## config.mk

```make
export PLATFORM = sky130hd
export DESIGN_NAME = gl_triangle_feeder
export DESIGN_NICKNAME = d
export VERILOG_FILES = /design/src/rtl/gl_pkg.sv /design/src/rtl/gl_tri_fifo.sv /design/src/rtl/gl_triangle_feeder.sv
export SDC_FILE = /design/constraint.sdc
export NUM_CORES = 2
export LEC_CHECK = 0
export CAP_MARGIN = 20
export CORE_ASPECT_RATIO = 0.7
export CORE_MARGIN = 5
export CORE_UTILIZATION = 60
export CTS_BUF_LIST = sky130_fd_sc_hd__clkbuf_8 sky130_fd_sc_hd__clkbuf_16
export DETAILED_ROUTE_END_ITERATION = 8
export PLACE_DENSITY_LB_ADDON = 0.25
export SYNTH_ARGS = -nofsm -noshare
export SYNTH_HDL_FRONTEND = slang
export SYNTH_SLANG_ARGS = --single-unit
```

## constraint.sdc

```tcl
create_clock -name clk -period 3.2 [get_ports clk]
set_input_delay 0.48 -clock clk [delete_from_list [all_inputs] [get_ports clk]]
set_output_delay 0.48 -clock clk [all_outputs]
set_load 0.01 [all_outputs]
```

## src/rtl/gl_pkg.sv

```systemverilog
// Shared vertex layout and float constants for the triangle feeder and rasterizer benches.
// Pure declarations; no logic, no latency.
// Vertices are {x, y, z} IEEE-754 singles and pass through every block bit-exact.
package gl_pkg;

    localparam int VW = 96;

    localparam int X_MSB = 95;
    localparam int X_LSB = 64;
    localparam int Y_MSB = 63;
    localparam int Y_LSB = 32;
    localparam int Z_MSB = 31;
    localparam int Z_LSB = 0;

    localparam logic [31:0] FP_ONE = 32'h3F80_0000;
    localparam logic [31:0] FP_TWO = 32'h4000_0000;
    localparam logic [31:0] FP_TEN = 32'h4120_0000;

    typedef logic [VW-1:0] vtx_t;

    function automatic vtx_t mk_vtx(input logic [31:0] x, input logic [31:0] y, input logic [31:0] z);
        vtx_t v;
        v[X_MSB:X_LSB] = x;
        v[Y_MSB:Y_LSB] = y;
        v[Z_MSB:Z_LSB] = z;
        return v;
    endfunction

endpackage

```

## src/rtl/gl_tri_fifo.sv

```systemverilog
// Generic W-wide, DEPTH-deep synchronous FIFO with occupancy count.
// Latency: a push is visible at the head one edge later; head data is read combinationally.
// Backpressure: push ignored when full, pop ignored when empty; callers gate on full/empty.
module gl_tri_fifo #(
    parameter  int W     = 288,
    parameter  int DEPTH = 4,
    localparam int AW    = $clog2(DEPTH),
    localparam int CW    = AW + 1
) (
    input  logic          clk,
    input  logic          rst_n,
    input  logic          push,
    input  logic [W-1:0]  push_dat,
    input  logic          pop,
    output logic [W-1:0]  pop_dat,
    output logic          full,
    output logic          empty,
    output logic [CW-1:0] count
);

    logic [W-1:0]  mem [DEPTH];
    logic [AW-1:0] wr_ptr;
    logic [AW-1:0] rd_ptr;
    logic          do_push;
    logic          do_pop;

    // Occupancy comes from the counter; pointers alone cannot tell full from empty.
    assign full    = (count == CW'(DEPTH));
    assign empty   = (count == '0);
    assign do_push = push && !full;
    assign do_pop  = pop && !empty;
    assign pop_dat = mem[rd_ptr];

    always_ff @(posedge clk or negedge rst_n) begin
        if (!rst_n) begin
            for (int i = 0; i < DEPTH; i++) begin
                mem[i] <= '0;
            end
        end else if (do_push) begin
            mem[wr_ptr] <= push_dat;
        end
    end

    always_ff @(posedge clk or negedge rst_n) begin
        if (!rst_n) begin
            wr_ptr <= '0;
            rd_ptr <= '0;
            count  <= '0;
        end else begin
            if (do_push) begin
                wr_ptr <= wr_ptr + 1'b1;
            end
            if (do_pop) begin
                rd_ptr <= rd_ptr + 1'b1;
            end
            case ({do_push, do_pop})
                2'b10:   count <= count + 1'b1;
                2'b01:   count <= count - 1'b1;
                default: count <= count;
            endcase
        end
    end

endmodule

```

## src/rtl/gl_triangle_feeder.sv

```systemverilog
// Assembles vertex triples into triangles and queues them for gl_rasterizer.
// Latency: triangle visible at fifo_in1..3 one cycle after its third vertex is accepted.
// Backpressure: vtx_ready drops only on a third vertex while the queue is full (registered state only).
module gl_triangle_feeder #(
    parameter int DEPTH = 4,
    parameter int VW    = 96
) (
    input  logic                     clk,
    input  logic                     rst_n,
    input  logic                     vtx_valid,
    input  logic [VW-1:0]            vtx_data,
    output logic                     vtx_ready,
    input  logic                     tri_flush,
    output logic [VW-1:0]            fifo_in1,
    output logic [VW-1:0]            fifo_in2,
    output logic [VW-1:0]            fifo_in3,
    output logic                     fifo_ready,
    input  logic                     raster_ready,
    output logic [$clog2(DEPTH):0]   tri_count
);

    import gl_pkg::*;

    typedef struct packed {
        logic [VW-1:0] v0;
        logic [VW-1:0] v1;
        logic [VW-1:0] v2;
    } tri_t;

    localparam logic [1:0] IDX_A = 2'd0;
    localparam logic [1:0] IDX_B = 2'd1;
    localparam logic [1:0] IDX_C = 2'd2;

    logic [1:0]    idx;
    logic [VW-1:0] slot_a;
    logic [VW-1:0] slot_b;
    logic          vtx_acc;
    logic          tri_push_vld;
    tri_t          tri_push_dat;
    tri_t          tri_head_dat;
    logic          fifo_full;
    logic          fifo_empty;

    assign vtx_ready    = !((idx == IDX_C) && fifo_full);
    assign vtx_acc      = vtx_valid && vtx_ready;
    // A flush coincident with the closing vertex drops the whole triangle.
    assign tri_push_vld = vtx_acc && (idx == IDX_C) && !tri_flush;
    assign tri_push_dat = '{v0: slot_a, v1: slot_b, v2: vtx_data};

    always_ff @(posedge clk or negedge rst_n) begin
        if (!rst_n) begin
            idx    <= IDX_A;
            slot_a <= '0;
            slot_b <= '0;
        end else if (tri_flush) begin
            idx <= IDX_A;
        end else if (vtx_acc) begin
            case (idx)
                IDX_A: begin
                    slot_a <= vtx_data;
                    idx    <= IDX_B;
                end
                IDX_B: begin
                    slot_b <= vtx_data;
                    idx    <= IDX_C;
                end
                default: idx <= IDX_A;
            endcase
        end
    end

    gl_tri_fifo #(
        .W     ($bits(tri_t)),
        .DEPTH (DEPTH)
    ) u_tri_fifo (
        .clk      (clk),
        .rst_n    (rst_n),
        .push     (tri_push_vld),
        .push_dat (tri_push_dat),
        .pop      (raster_ready),
        .pop_dat  (tri_head_dat),
        .full     (fifo_full),
        .empty    (fifo_empty),
        .count    (tri_count)
    );

    assign fifo_ready = !fifo_empty;
    assign fifo_in1   = tri_head_dat.v0;
    assign fifo_in2   = tri_head_dat.v1;
    assign fifo_in3   = tri_head_dat.v2;

endmodule

```

==> results.sh <==
export IMPL_die_w_um=380
export IMPL_wl_per_cell_um=26.6
export IMPL_critical_path_required_ns=2.72
export IMPL_drtIter0Drc=1690
export IMPL_detail_route_first_pass_iterations=5
export IMPL_drc=0
export IMPL_synth_fp_nets=3344
export IMPL_cp_max_fo=11
export IMPL_num_rows=95
export IMPL_hp_class="in -> async"
export IMPL_io_pins=394
export IMPL_postRouteAntennaNets=0
export IMPL_place_ws_ns=0.387
export IMPL_syn_area_per_cell_um2=17.8
export IMPL_cp_startpoint="u_tri_fifo.rd_ptr[0]"
export IMPL_numCtsBuffers=121
export IMPL_critPathCaptureType="output port"
export IMPL_fillers=5795
export IMPL_ctsRootBufferMaster="clkbuf_16"
export IMPL_initial_core_util=0.601
export IMPL_drive_above_1_share=0.535
export IMPL_crit_type="reg -> out"
export IMPL_grtUsageTotal=0.270
export IMPL_place_area_um2=63400
export IMPL_ys_warn_count=0
export IMPL_fmaxAchievable_mhz=315
export IMPL_final_cell_mix="dfrtp_1, mux2_2, mux4_2"
export IMPL_antenna_found_initial=7
export IMPL_hold_viol_final=0
export IMPL_startpoint_type="flip-flop"
export IMPL_ff2ff_setup_slack_ns=0.70
export IMPL_powerDensity_nw_per_um2=787
export IMPL_setup_ws_ns=0.0256
export IMPL_die_height_um=269
export IMPL_yosysSeqAreaShare=0.589
export IMPL_cts_buffer_depth=3
export IMPL_grt_first_pass_wirelength_um=214000
export IMPL_htreeDepth=3
export IMPL_max_vdd_ir_drop_mv=0.577
export IMPL_r2r_cells=10
export IMPL_grt_overflow=0
export IMPL_max_slew_margin=0.544
export IMPL_layout_cells_non_filler=5090
export IMPL_cp_arrival_ns=2.69
export IMPL_tightestPinTransition_ns=0.684
export IMPL_final_cell_area_um2=67900
export IMPL_finalNetCount=3835
export IMPL_slew_violations=0
export IMPL_timing_rr_start="u_tri_fifo.count[0]"
export IMPL_skew_ns=0.0237
export IMPL_syn_inst=3237
export IMPL_vias_per_cell=6.14
export IMPL_cts_sinks=1353
export IMPL_finalSetupViolCount=0
export IMPL_leakagePower_nw=34.3
export IMPL_regToRegEndpoint="u_tri_fifo.count[2]"
export IMPL_fp_dieArea_um2=102000
export IMPL_period_needed_ns=3.17
export IMPL_placed_cells=4830
export IMPL_clk_insertion_delay_late_ns=0.71
export IMPL_place_congestion=0.781
export IMPL_hpwl_um=87700
export IMPL_period_share=0.992
export IMPL_vias=31300
export IMPL_cap_violations=0
export IMPL_endpoint="fifo_in1[21]"
export IMPL_run_status="finished, final reports clean"
export IMPL_synth_area_um2=57500
export IMPL_grt_pass1_vias=34600
export IMPL_clk_pin_slew_ns=0.07
export IMPL_core_um2=95600
export IMPL_numPortBuffers=393
export IMPL_grt_max_degree=118
export IMPL_routed_wirelength_um=136000
export IMPL_synth_distinct_cells=27
export IMPL_cts_tree="done"
export IMPL_whs_ns=0.360
export IMPL_ys_seq_elements=1353
export IMPL_final_util=0.711
export IMPL_layout_commonest_cell="dfrtp_1"
export IMPL_syn_to_final_growth_pct=18.2
export IMPL_rsz0062_at_grt="yes"
## sequential cells by signal, indices dropped and copies added (netlist names)
register / count
u_tri_fifo.mem: 1152
slot_a: 96
slot_b: 96
u_tri_fifo.count: 3
idx: 2
u_tri_fifo.rd_ptr: 2
u_tri_fifo.wr_ptr: 2
## metal layers
layer  up-vias  track usage  wire length [um]
li1      13100            -                 -
met4         4       0.0674              3330
met1     17300        0.384             59000
met5         -            0                34
met3       196       0.0520              6370
met2       669        0.441             66900
## stage by stage
step | setup TNS [ns] | total power, mW
3_5_place_dp | 0 | 38.6
4_1_cts | -1.38 | 53.8
5_1_grt | -0.152 | 55.9
6_report | 0 | 53.4
3_3_place_gp | 0 | 37.7
2_1_floorplan | 0 | 31.8
## area by class of cell
class,count,area [um2],area share
sequential,1353,33900,0.499
multi-input combinational,1667,22000,0.324
timing repair buffer,579,6310,0.0930
clock buffer,148,3420,0.0504
tap,1261,1580,0.0232
clock inverter,74,716,0.0105
inverter,6,22.5,0.000332
antenna,2,5.00,0.0000737
## worst max-delay path, cell delays in order, from the launching register on
cell and delay [ns]:
dfrtp_4 0.54, buf_12 0.18, buf_12 0.15, buf_16 0.15
buf_4 0.14, mux4_2 0.50, clkdlybuf4s15_2 0.29
## how the worst min path moves through the flow
| stage | depth (start not counted) | to | from | slack, ns |
|---|---|---|---|---|
| floorplan | 0 | idx[0] | rst_n | 0.18 |
| global placement | 1 | u_tri_fifo.mem[1041] | rst_n | 0.45 |
| detailed placement | 1 | u_tri_fifo.mem[1041] | rst_n | 0.46 |
| CTS | 2 | u_tri_fifo.mem[1041] | rst_n | 0.37 |
| global route | 2 | u_tri_fifo.mem[1041] | rst_n | 0.38 |
| finish | 2 | u_tri_fifo.mem[1041] | rst_n | 0.36 |
## cell usage after synthesis
library cell	n	area share
buf_2	77	0.0067
a21oi_1	1	0.000087
or3_1	1	0.00011
buf_4	5	0.00065
nand2_1	1	0.000065
and2_1	2	0.00022
mux4_2	288	0.11
mux2i_1	2	0.00035
clkbuf_1	21	0.0014
or3b_2	1	0.00015
xnor2_1	3	0.00046
nor4bb_1	1	0.00017
nor4b_2	1	0.00026
or3b_1	1	0.00015
buf_1	12	0.00078
nand3_4	4	0.0012
o21ai_0	1	0.000087
buf_6	96	0.019
and4bb_1	1	0.00022
fa_1	1	0.00035
dfrtp_1	1353	0.59
nand3_1	2	0.00017
mux2_2	1345	0.26
nor2_1	3	0.00020
inv_1	6	0.00039
ha_1	5	0.0011
xor2_1	3	0.00046
## cells by family after synthesis
kind of cell    Yosys count  synth area share
mux                    1635             0.377
fa+ha+maj                 6           0.00144
buf+inv                 217            0.0287
flops                  1353             0.589
xor+xnor                  6          0.000915
compound gates            2          0.000174
simple gates             18           0.00294
## repair_timing
| item | CTS | global route |
|---|---|---|
| resized for setup | 323 | 83 |
| setup buffers | 20 | 8 |
| setup endpoints to repair | 262 | 125 |
| endpoints found under the hold margin | 74 | 0 |
| pin swaps | 0 | 1 |
| gates cloned | 7 | 0 |
| hold buffers | 1 | 0 |
## power by group
part | internal [mW] | switching [mW]
combinational | 8.40 | 6.43
sequential | 21.0 | 2.61
clock | 8.66 | 6.37
No activity file was read; power rests on OpenSTA's default activity.
